<file path="src/rtl/train_scheduler.sv">
// Training/inference sequencer: gates sample tokens into batches and epochs and raises weight-update requests.
// Optional build macro LR_DECAY_EN: halve the learning rate at each epoch end, floored at LR_MIN.
module train_scheduler #(
    parameter int WD     = 4,
    parameter int BATCH  = 8,
    parameter int NBATCH = 4,
    parameter int WE     = 8,
    parameter int LR_MIN = 1
) (
    input  logic          iCLK,
    input  logic          iRST,
    input  logic          iStart,
    input  logic          iTrain,
    input  logic [WE-1:0] iEpochs,
    input  logic [WD-1:0] iLR0,
    input  logic          iValid_AS,
    output logic          oReady_AS,
    output logic          oValid_BS,
    input  logic          iReady_BS,
    output logic          oValid_UP,
    input  logic          iReady_UP,
    output logic          oMode,
    output logic [WD-1:0] oLR,
    output logic [WE-1:0] oEpoch,
    output logic          oBusy,
    output logic          oDone
);
    localparam int SW = (BATCH > 1) ? $clog2(BATCH) : 1;
    localparam int BW = (NBATCH > 1) ? $clog2(NBATCH) : 1;
    localparam logic [SW-1:0] SAMPLE_LAST = SW'(BATCH - 1);
    localparam logic [BW-1:0] BATCH_LAST  = BW'(NBATCH - 1);

    typedef enum logic [1:0] {IDLE, RUN, UPDATE, DONE} stateT;

    stateT          stateReg;
    stateT          stateNext;
    logic           modeReg;
    logic [WE-1:0]  epochsReg;
    logic [WE-1:0]  epochCntReg;
    logic [WE-1:0]  epochInc;
    logic [WD-1:0]  lrReg;
    logic [WD-1:0]  lrNext;
    logic [SW-1:0]  sampleCntReg;
    logic [BW-1:0]  batchCntReg;
    logic           xfer;
    logic           batchEnd;
    logic           batchAdvance;
    logic           epochEnd;
    logic           lastEpoch;

    // In training the batch only counts once its update request is accepted.
    assign xfer         = (stateReg == RUN) && iValid_AS && iReady_BS;
    assign batchEnd     = xfer && (sampleCntReg == SAMPLE_LAST);
    assign batchAdvance = modeReg ? ((stateReg == UPDATE) && iReady_UP) : batchEnd;
    assign epochEnd     = batchAdvance && (batchCntReg == BATCH_LAST);
    assign epochInc     = epochCntReg + 1'b1;
    assign lastEpoch    = epochEnd && (epochInc == epochsReg);

`ifdef LR_DECAY_EN
    localparam logic [WD-1:0] LR_FLOOR = WD'(LR_MIN);

    // A rate already under the floor is left alone rather than raised.
    always_comb begin
        lrNext = lrReg;
        if (lrReg >= LR_FLOOR) begin
            lrNext = ((lrReg >> 1) < LR_FLOOR) ? LR_FLOOR : (lrReg >> 1);
        end
    end
`else
    assign lrNext = lrReg;
`endif

    always_ff @(posedge iCLK or posedge iRST) begin
        if (iRST) begin
            stateReg <= IDLE;
        end else begin
            stateReg <= stateNext;
        end
    end

    always_comb begin
        stateNext = stateReg;
        case (stateReg)
            IDLE: begin
                if (iStart) begin
                    stateNext = (iEpochs == '0) ? DONE : RUN;
                end
            end
            RUN: begin
                if (batchEnd) begin
                    if (modeReg) begin
                        stateNext = UPDATE;
                    end else if (lastEpoch) begin
                        stateNext = DONE;
                    end
                end
            end
            UPDATE: begin
                if (iReady_UP) begin
                    stateNext = lastEpoch ? DONE : RUN;
                end
            end
            DONE:    stateNext = IDLE;
            default: stateNext = IDLE;
        endcase
    end

    always_comb begin
        oValid_BS = 1'b0;
        oReady_AS = 1'b0;
        oValid_UP = 1'b0;
        oBusy     = 1'b1;
        oDone     = 1'b0;
        case (stateReg)
            IDLE:   oBusy = 1'b0;
            RUN: begin
                oValid_BS = iValid_AS;
                oReady_AS = iReady_BS;
            end
            UPDATE: oValid_UP = 1'b1;
            DONE:   oDone = 1'b1;
            default: oBusy = 1'b0;
        endcase
    end

    always_ff @(posedge iCLK or posedge iRST) begin
        if (iRST) begin
            modeReg      <= 1'b0;
            epochsReg    <= '0;
            epochCntReg  <= '0;
            lrReg        <= '0;
            sampleCntReg <= '0;
            batchCntReg  <= '0;
        end else if ((stateReg == IDLE) && iStart) begin
            modeReg      <= iTrain;
            epochsReg    <= iEpochs;
            lrReg        <= iLR0;
            epochCntReg  <= '0;
            sampleCntReg <= '0;
            batchCntReg  <= '0;
        end else begin
            if (xfer) begin
                sampleCntReg <= (sampleCntReg == SAMPLE_LAST) ? '0 : sampleCntReg + 1'b1;
            end
            if (batchAdvance) begin
                batchCntReg <= (batchCntReg == BATCH_LAST) ? '0 : batchCntReg + 1'b1;
            end
            if (epochEnd) begin
                epochCntReg <= epochInc;
                lrReg       <= lrNext;
            end
        end
    end

    assign oMode  = modeReg;
    assign oLR    = lrReg;
    assign oEpoch = epochCntReg;

endmodule

</file>
<file path="config.mk">
export PLATFORM = sky130hd
export DESIGN_NAME = train_scheduler
export DESIGN_NICKNAME = d
export VERILOG_FILES = /design/src/rtl/train_scheduler.sv
export SDC_FILE = /design/constraint.sdc
export NUM_CORES = 1
export LEC_CHECK = 0
export CAP_MARGIN = 40
export CORE_AREA = 2 2 76 78
export DETAILED_ROUTE_END_ITERATION = 12
export DIE_AREA = 0 0 78 80
export GPL_TIMING_DRIVEN = 0
export SLEW_MARGIN = 25
export SYNTH_ARGS = -nofsm -noshare
export SYNTH_HDL_FRONTEND = slang
export SYNTH_SLANG_ARGS = --single-unit
</file>
<file path="constraint.sdc">
create_clock -name iCLK -period 2.33 [get_ports iCLK]
set_clock_uncertainty 0.05 [all_clocks]
set_input_delay 0.466 -clock iCLK [delete_from_list [all_inputs] [get_ports iCLK]]
set_output_delay 0.466 -clock iCLK [all_outputs]
set_load 0.005 [all_outputs]
</file>
# Word-level counts from Yosys, hierarchy flattened
# Cells that the tools add are included.
# classes
addsub	3
eq_ne	10
mux	22
reduce_logical	13
# ops
cell	count
2-to-1 mux 2 bit	10
2-to-1 mux 8 bit	2
2-to-1 mux 3 bit	3
adder 8 x 1 -> 8 bit (second input constant)	1
== test 8 bit	1
zero test 8 bit	1
one-hot mux 2 bit (4 select lines)	1
logical AND 1 bit	7
== test 2 bit (second input constant)	3
2-to-1 mux 1 bit	6
inequality test 2 bit (second input constant)	3
nonzero test 2 bit	3
AND reduction 4 bit	1
adder 3 x 1 -> 3 bit (second input constant)	1
== test 3 bit (second input constant)	1
inequality test 3 bit (second input constant)	1
adder 2 x 1 -> 2 bit (second input constant)	1
== test 2 x 1 -> 1 bit (second input constant)	1
zero test 2 bit	1
# word_totals
reg_bits	28
inputBits	19
out_inout_bits	18
wordCells	55

# Depth between registers and ports, before layout
# Gate-level depths: netlist (run 1).
# logic_depth
ltp_word	11
mapped_depth	9
mapped_depth_nobuf	8

# Least setup slack after synthesis (run 1)
# Ideal clock, no wire load.
# synth_path
path_kind	reg-to-reg
start	reg epochCntReg[0], in the netlist oEpoch[0]
end	reg stateReg[1]
setup_time_ns	0.066
arrival_time_ns	1.545
required_ns	2.214
slack_ns	0.670
path_stages_with_launch	8
n_path_buf	0
path_cell_list	dfrtp_1 > ha_1 > and3_1 > nand3_1 > xnor2_1 > nor4_1 > o2111ai_1 > nand2_1
# synth_via
elab_chain_len	6
elab_cells_between_ends	8
cone_classes	1 x add/sub; 2 x eq/ne; 3 x mux; 2 x reduce/logical
# synth_rtl
item	line	rtl
start, declared	39	logic [WE-1:0] epochCntReg;
start signal, assigned	149	epochCntReg <= epochInc;
adder 8 x 1 -> 8 bit *	56	assign epochInc = epochCntReg + 1'b1;
== test 8 bit *	57	assign lastEpoch = epochEnd && (epochInc == epochsReg);
logical AND 1 bit *	57	
2-to-1 mux 2 bit	100	stateNext = lastEpoch ? DONE : RUN;
2-to-1 mux 2 bit	99	if (iReady_UP) begin
one-hot mux 2 bit (4 select lines)	83	case (stateReg)
end signal, assigned	77	stateReg <= stateNext;
end, declared	35	stateT stateReg;
# Every way passes the cells marked *; elsewhere a longest branch is shown, timed or not. The select of a mux whose other input is x is not followed.
# A chain may end at the register's enable or synchronous reset.

# Worst setup path after layout (run 1)
# layout_path
start	reg stateReg[0]
end	out oReady_AS
# layout_via
elab_chain_len	2
# layout_rtl
item	line	rtl
== test 2 x 1 -> 1 bit	114	case (stateReg)
2-to-1 mux 1 bit	114	
end, declared	17	output logic oReady_AS,
# Every way passes these cells.

==> flow_metrics.tcl, run 1 <==
set metrics [dict create \
    status "finished, final reports clean" \
    crit_chain "nor2b_1 > and2_1 > clkdlybuf4s50_1" \
    holdBufCountCts 0 \
    slowest_stage "dfrtp_1" \
    dp_hpwl_mm 2.633 \
    synthCells 179 \
    cp_max_fo 9 \
    ios 37 \
    hold_path.class "reg2reg" \
    cts_resized 0 \
    whs_ps 434.8 \
    tns_ps 0 \
    grt_use_total_pct 12.90 \
    finish.utilization_pct 38.59 \
    ys_types 38 \
    power_density_nw_per_um2 869.2 \
    rr_startpoint "oEpoch[0]" \
    synth_seq_area_share_pct 44.80 \
    max_freq_mhz 462.5 \
    rsz0062_at_grt "no" \
    postCtsSetupBuffers 0 \
    die_area_um2 6240 \
    synth_enable_flop_cells 0 \
    leakage_nw 0.9456 \
    fillers 602 \
    route.detailed.drc 0 \
    cp-startpoint "stateReg[0]" \
    die_w_um 78 \
    ir_worst_vdd_uv 576.4 \
    first_pass_iters 5 \
    worst_pin_slew_ps 590.2 \
    endpoint_kind "primary output" \
    clockBufferDepth 2 \
    postSynthNetCount 202 \
    startpoint_type "register" \
    area_growth_pct 33.36 \
    drive_gt1_share_pct 8.676 \
    synth_top_cell_by_area "dfrtp_1" \
    start_util_pct 28.94 \
    endpoint "oReady_AS" \
    final.min_clock_period_ps 2162 \
    cts_made_buffers 3 \
    async_flop_share_pct 100.0 \
    cts_tree "yes" \
    cts_max_level 1 \
    max_stage_delay_ps 510 \
    ys_warn_count 0 \
    ys_ff_latch 28 \
    grt_pass1_wl_mm 6.444 \
    clock-sinks 28 \
    relSlewSlack_pct 60.60 \
    nets 243 \
    maxCapViolCount 0 \
    synthTopCellsByArea "dfrtp_1 (45%), nand2_1 (12%), nand3_1 (4.2%), xnor2_1 (3.9%), ha_1 (3.2%)" \
    port_buffers 36 \
    synth_flop_cell "dfrtp_1" \
    power_mw 1.813 \
    r2r_cells 7 \
    netlist_area_um2 1564 \
    clock_latency_ps 280 \
    yosys.area.top_type_share_pct 44.80 \
    post-route-period-util_pct 92.79 \
    gr-total-overflow 0 \
    first_iter_violations 66 \
    antenna_found_initial 0 \
    cp.required_ps 1810 \
    avgSynthCellArea_um2 8.737 \
    clkTransAtPathRegs_ps 100 \
    route.vias.total 1384 \
    rrSetupSlack_ps 360 \
    criticalPathCategory "reg2out" \
    post_drt_wl_per_cell_um 12.18 \
    core_area_um2 5405 \
    setup_viol 0 \
    crit_arrival_ps 1650 \
    grt_max_degree 29 \
    detail-route-antenna-nets 0 \
    drv_slew 0 \
    root_buffer "clkbuf_8" \
    setup_slack_ps 167.9 \
    die_h_um 80 \
    timing.rr.end "stateReg[1]" \
    hold_viol_final 0 \
    antenna_cells 0 \
    viasPerCell 4.756 \
    gp_congestion 0.7371 \
    routed_wl_mm 3.544 \
    post-place-ws_ps 90.73 \
    grt_pass1_vias 1395 \
    row_count 27 \
]
[worst min path at each step]
| stage | start | end | slack (ps) | cells past startpoint |
|---|---|---|---|---|
| after floorplan | sampleCntReg[0] | sampleCntReg[0] | 410 | 1 |
| after global placement | oLR[0] | oLR[0] | 410 | 2 |
| after detailed placement | oLR[0] | oLR[0] | 420 | 2 |
| after CTS | oLR[0] | oLR[0] | 440 | 2 |
| after global routing | sampleCntReg[0] | sampleCntReg[0] | 470 | 1 |
| final | oLR[0] | oLR[0] | 430 | 2 |
[area by class of cell]
cell class / instances / area, um^2 / share of cell area, %
Multi-Input combinational cell: 141 / 810.8 / 38.87
Sequential cell: 28 / 700.7 / 33.59
Timing Repair Buffer: 36 / 360.3 / 17.28
Tap cell: 72 / 90.09 / 4.319
Buffer: 8 / 45.04 / 2.160
Clock buffer: 3 / 41.29 / 1.980
Clock inverter: 1 / 30.03 / 1.440
Inverter: 2 / 7.507 / 0.3599
[layout by cell type (no fill, tap or decap), types with 3 or more instances in the layout]
| master | netlist | layout |
|---|---|---|
| and3_1 | 4 | 4 |
| o31ai_1 | 4 | 4 |
| buf_2 | 4 | 4 |
| clkbuf_8 | 0 | 3 |
| and2_1 | 3 | 3 |
| o21ai_0 | 10 | 10 |
| nand3_1 | 13 | 13 |
| a21oi_1 | 4 | 4 |
| nor4_1 | 3 | 3 |
| nand2_1 | 51 | 51 |
| xor2_1 | 3 | 3 |
| xnor2_1 | 7 | 7 |
| clkdlybuf4s50_1 | 0 | 36 |
| dfrtp_1 | 28 | 28 |
| nor2_1 | 9 | 9 |
| nor3_1 | 3 | 3 |
| ha_1 | 4 | 4 |
[worst max-delay path, delay by kind of cell (launching register included)]
family | cells | cell delay (ps)
and+or+nand+nor | 2 | 360
DFF | 1 | 510
buffers and inverters | 1 | 500
[state kept, by name, summed over array words and instances (netlist names)]
register,flops
batchCntReg,2
epochsReg,8
oEpoch,8
oLR,4
oMode,1
sampleCntReg,3
stateReg,2
[layer usage]
layer,GRT usage (%),up-vias,part of all wire [%]
met1,16.02,649,46
met5,0,-,0
met4,3.158,0,0.87
li1,-,693,-
met2,22.16,37,47
met3,3.620,5,5.6
[where the power goes]
group	total (mW)	internal [mW]	switching [mW]	leakage [nW]
Clock	0.390	0.230	0.160	0.0357
Sequential	0.760	0.633	0.127	0.366
Combinational	0.663	0.358	0.305	0.544
[synth_stat cells, types with 2 or more instances]
| cell type | count |
|---|---|
| nand2_1 | 51 |
| xnor2_1 | 7 |
| nor2_1 | 9 |
| buf_2 | 4 |
| clkbuf_2 | 2 |
| o21ai_0 | 10 |
| nand3_1 | 13 |
| a21oi_1 | 4 |
| nor4_1 | 3 |
| inv_1 | 2 |
| ha_1 | 4 |
| nor3_1 | 3 |
| o211ai_1 | 2 |
| and2_1 | 3 |
| and3_1 | 4 |
| nand2b_1 | 2 |
| or2_2 | 2 |
| xor2_1 | 3 |
| mux2i_1 | 2 |
| dfrtp_1 | 28 |
| o31ai_1 | 4 |
[through the flow]
step,instance area [um^2],cells
final,2086,291
after floorplan,1564,179
after global routing,2086,291
after detailed placement,2014,287
after global placement,2014,287
after CTS,2086,291
[logic make-up after synthesis]
kind of cell             share of synthesized area (%)
adder cells (fa/ha/maj)                          3.200
AO/OA/AOI/OAI                                    11.04
AND/OR/NAND/NOR                                  30.72
multiplexers                                     1.280
buffers and inverters                            3.360
flip-flops                                       44.80
XOR/XNOR                                         5.600
No activity file was read; power rests on OpenSTA's default activity.
==> inputs of run 2 (changes only) <==
CORE_AREA = 2 2 60 62   (was 2 2 76 78)
DIE_AREA = 0 0 62 64   (was 0 0 78 80)
PLACE_DENSITY = 0.76   (was not set)
==> run 2 against run 1 <==
Net effect: clock power fell by 36%; sequential power barely moved; first-iteration DRC count increased by 82%; largest cell class unchanged; die area down 36%; critical path depth grew 1; power fell by 7.5%; via count is 0.65% lower; highest routed layer unchanged; sequential cell count stayed put; core utilization increased by 23 points; non-clock buffer count did not move; largest power group unchanged.
==> flow_metrics.tcl, run 2 (synthesis results as in run 1) <==
set metrics [dict create \
    postCtsSetupBuffers 0 \
    p_seq_share_pct 45.4 \
    clockPowerShare_pct 14.9 \
    maxCapViolCount 0 \
    start_util_pct 47.62 \
    layout_commonest_cell "nand2_1" \
    leakage_nw 0.9300 \
    route.detailed.drc 0 \
    p_int_mw 1.088 \
    rr_startpoint "oEpoch[0]" \
    layout_common_cells "nand2_1 (51), clkdlybuf4s50_1 (36), dfrtp_1 (27), nand3_1 (13), o21ai_0 (10)" \
    antenna_cells 0 \
    post-route-period-util_pct 95.65 \
    dp_hpwl_mm 2.487 \
    final.min_clock_period_ps 2229 \
    p_sw_mw 0.5889 \
    cp.required_ps 1810 \
    gr-total-overflow 0 \
    cts_made_buffers 3 \
    cp_max_fo 10 \
    whs_ps 425.2 \
    post_drt_wl_per_cell_um 12.90 \
    crit_arrival_ps 1710 \
    row_count 21 \
    endpoint "oValid_BS" \
    clock_latency_ps 340 \
    root_buffer "clkbuf_4" \
    nets 243 \
    cp-startpoint "stateReg[1]" \
    hold_path.class "in2async" \
    power_density_nw_per_um2 830.5 \
    combPwrFrac_pct 39.7 \
    drv_slew 0 \
    relSlewSlack_pct 61.10 \
    worst_pin_slew_ps 582.7 \
    switching_share_pct 35.11 \
    grt_max_degree 29 \
    first_pass_iters 4 \
    ir_worst_vdd_uv 558.8 \
    fin_cells 265 \
    endpoint_kind "primary output" \
    ios 37 \
    rrSetupSlack_ps 280 \
    die_w_um 62 \
    detail-route-antenna-nets 0 \
    cts_tree "yes" \
    max_freq_mhz 448.7 \
    tns_ps 0 \
    grt_pass1_wl_mm 5.892 \
    grt_use_total_pct 19.41 \
    startpoint_type "register" \
    setup_slack_ps 101.4 \
    setup_viol 0 \
    clock-sinks 28 \
    dp_cells 261 \
    first_iter_violations 120 \
    post-place-ws_ps 114.2 \
    r2r_cells 7 \
    route.vias.total 1375 \
    fillers 308 \
    antenna_found_initial 0 \
    rsz0062_at_grt "no" \
    fin_area_um2 2019 \
    viasPerCell 5.189 \
    routed_wl_mm 3.419 \
    area_growth_pct 29.12 \
    gp_congestion 0.8507 \
    grt_pass1_vias 1301 \
    drive_gt1_share_pct 9.132 \
    hold_viol_final 0 \
    die_h_um 64 \
    clockBufferDepth 2 \
    criticalPathCategory "reg2out" \
    core_area_um2 3284 \
    timing.rr.end "stateReg[1]" \
    clkTransAtPathRegs_ps 160 \
    die_area_um2 3968 \
    cts_max_level 1 \
    port_buffers 36 \
    placement.cell_area_um2 1982 \
    status "finished, final reports clean" \
]
[run 2: cell types whose count changed in the layout (fill, tap and decap cells not counted)]
cell / delta
dfrtp_2: +1
dfrtp_1: -1
clkbuf_8: -2
clkbuf_4: +3
bufinv_16: -1
[run 2: worst min path at each step]
stage / endpoint / slack (ps) / cells after the start
6_report: stateReg[1] / 430 / 2
5_1_grt: oLR[0] / 470 / 2
4_1_cts: sampleCntReg[0] / 450 / 2
3_5_place_dp: oLR[1] / 420 / 2
3_3_place_gp: oLR[3] / 410 / 2
2_1_floorplan: sampleCntReg[0] / 410 / 1
[run 2: area by class of cell]
| type | instances | area (um^2) | share of cell area [%] |
|---|---|---|---|
| buffer | 8 | 45.04 | 2.230 |
| multi-input combinational | 141 | 810.8 | 40.15 |
| sequential | 28 | 701.9 | 34.76 |
| clock buffer | 4 | 36.28 | 1.797 |
| tap | 46 | 57.56 | 2.850 |
| timing repair buffer | 36 | 360.3 | 17.84 |
| inverter | 2 | 7.507 | 0.3717 |
[run 2: worst max-delay path: stages (launching register included)]
cell and delay, ps:
dfrtp_1 390, buf_2 170, nor2b_1 180, and2_1 150, clkdlybuf4s50_1 490
[run 2: metrics by stage]
| step | total power, mW | utilization (%) |
|---|---|---|
| final | 1.677 | 61.49 |
| after CTS | 1.689 | 61.45 |
| after detailed placement | 1.438 | 60.34 |
| after floorplan | 1.159 | - |
| after global placement | 1.425 | 60.34 |
| after global routing | 1.816 | 61.49 |
[run 2: power groups by stage]
stage	Sequential (mW)	Clock, mW	Combinational (mW)
finish	0.761	0.250	0.666
global route	0.786	0.271	0.759
CTS	0.758	0.256	0.675
detailed placement	0.766	0	0.672
global placement	0.764	0	0.661
floorplan	0.743	0	0.416
[run 2: timing repair]
action	in CTS	in global routing
hold buffers	0	0
gates resized for setup	0	1
setup endpoints to repair	0	2
[run 2: layer usage]
layer | part of all wire [%] | track usage [%]
met1 | 50 | 28.63
met2 | 44 | 28.26
met3 | 4.4 | 4.453
met4 | 1.1 | 5.319
met5 | 0 | 0
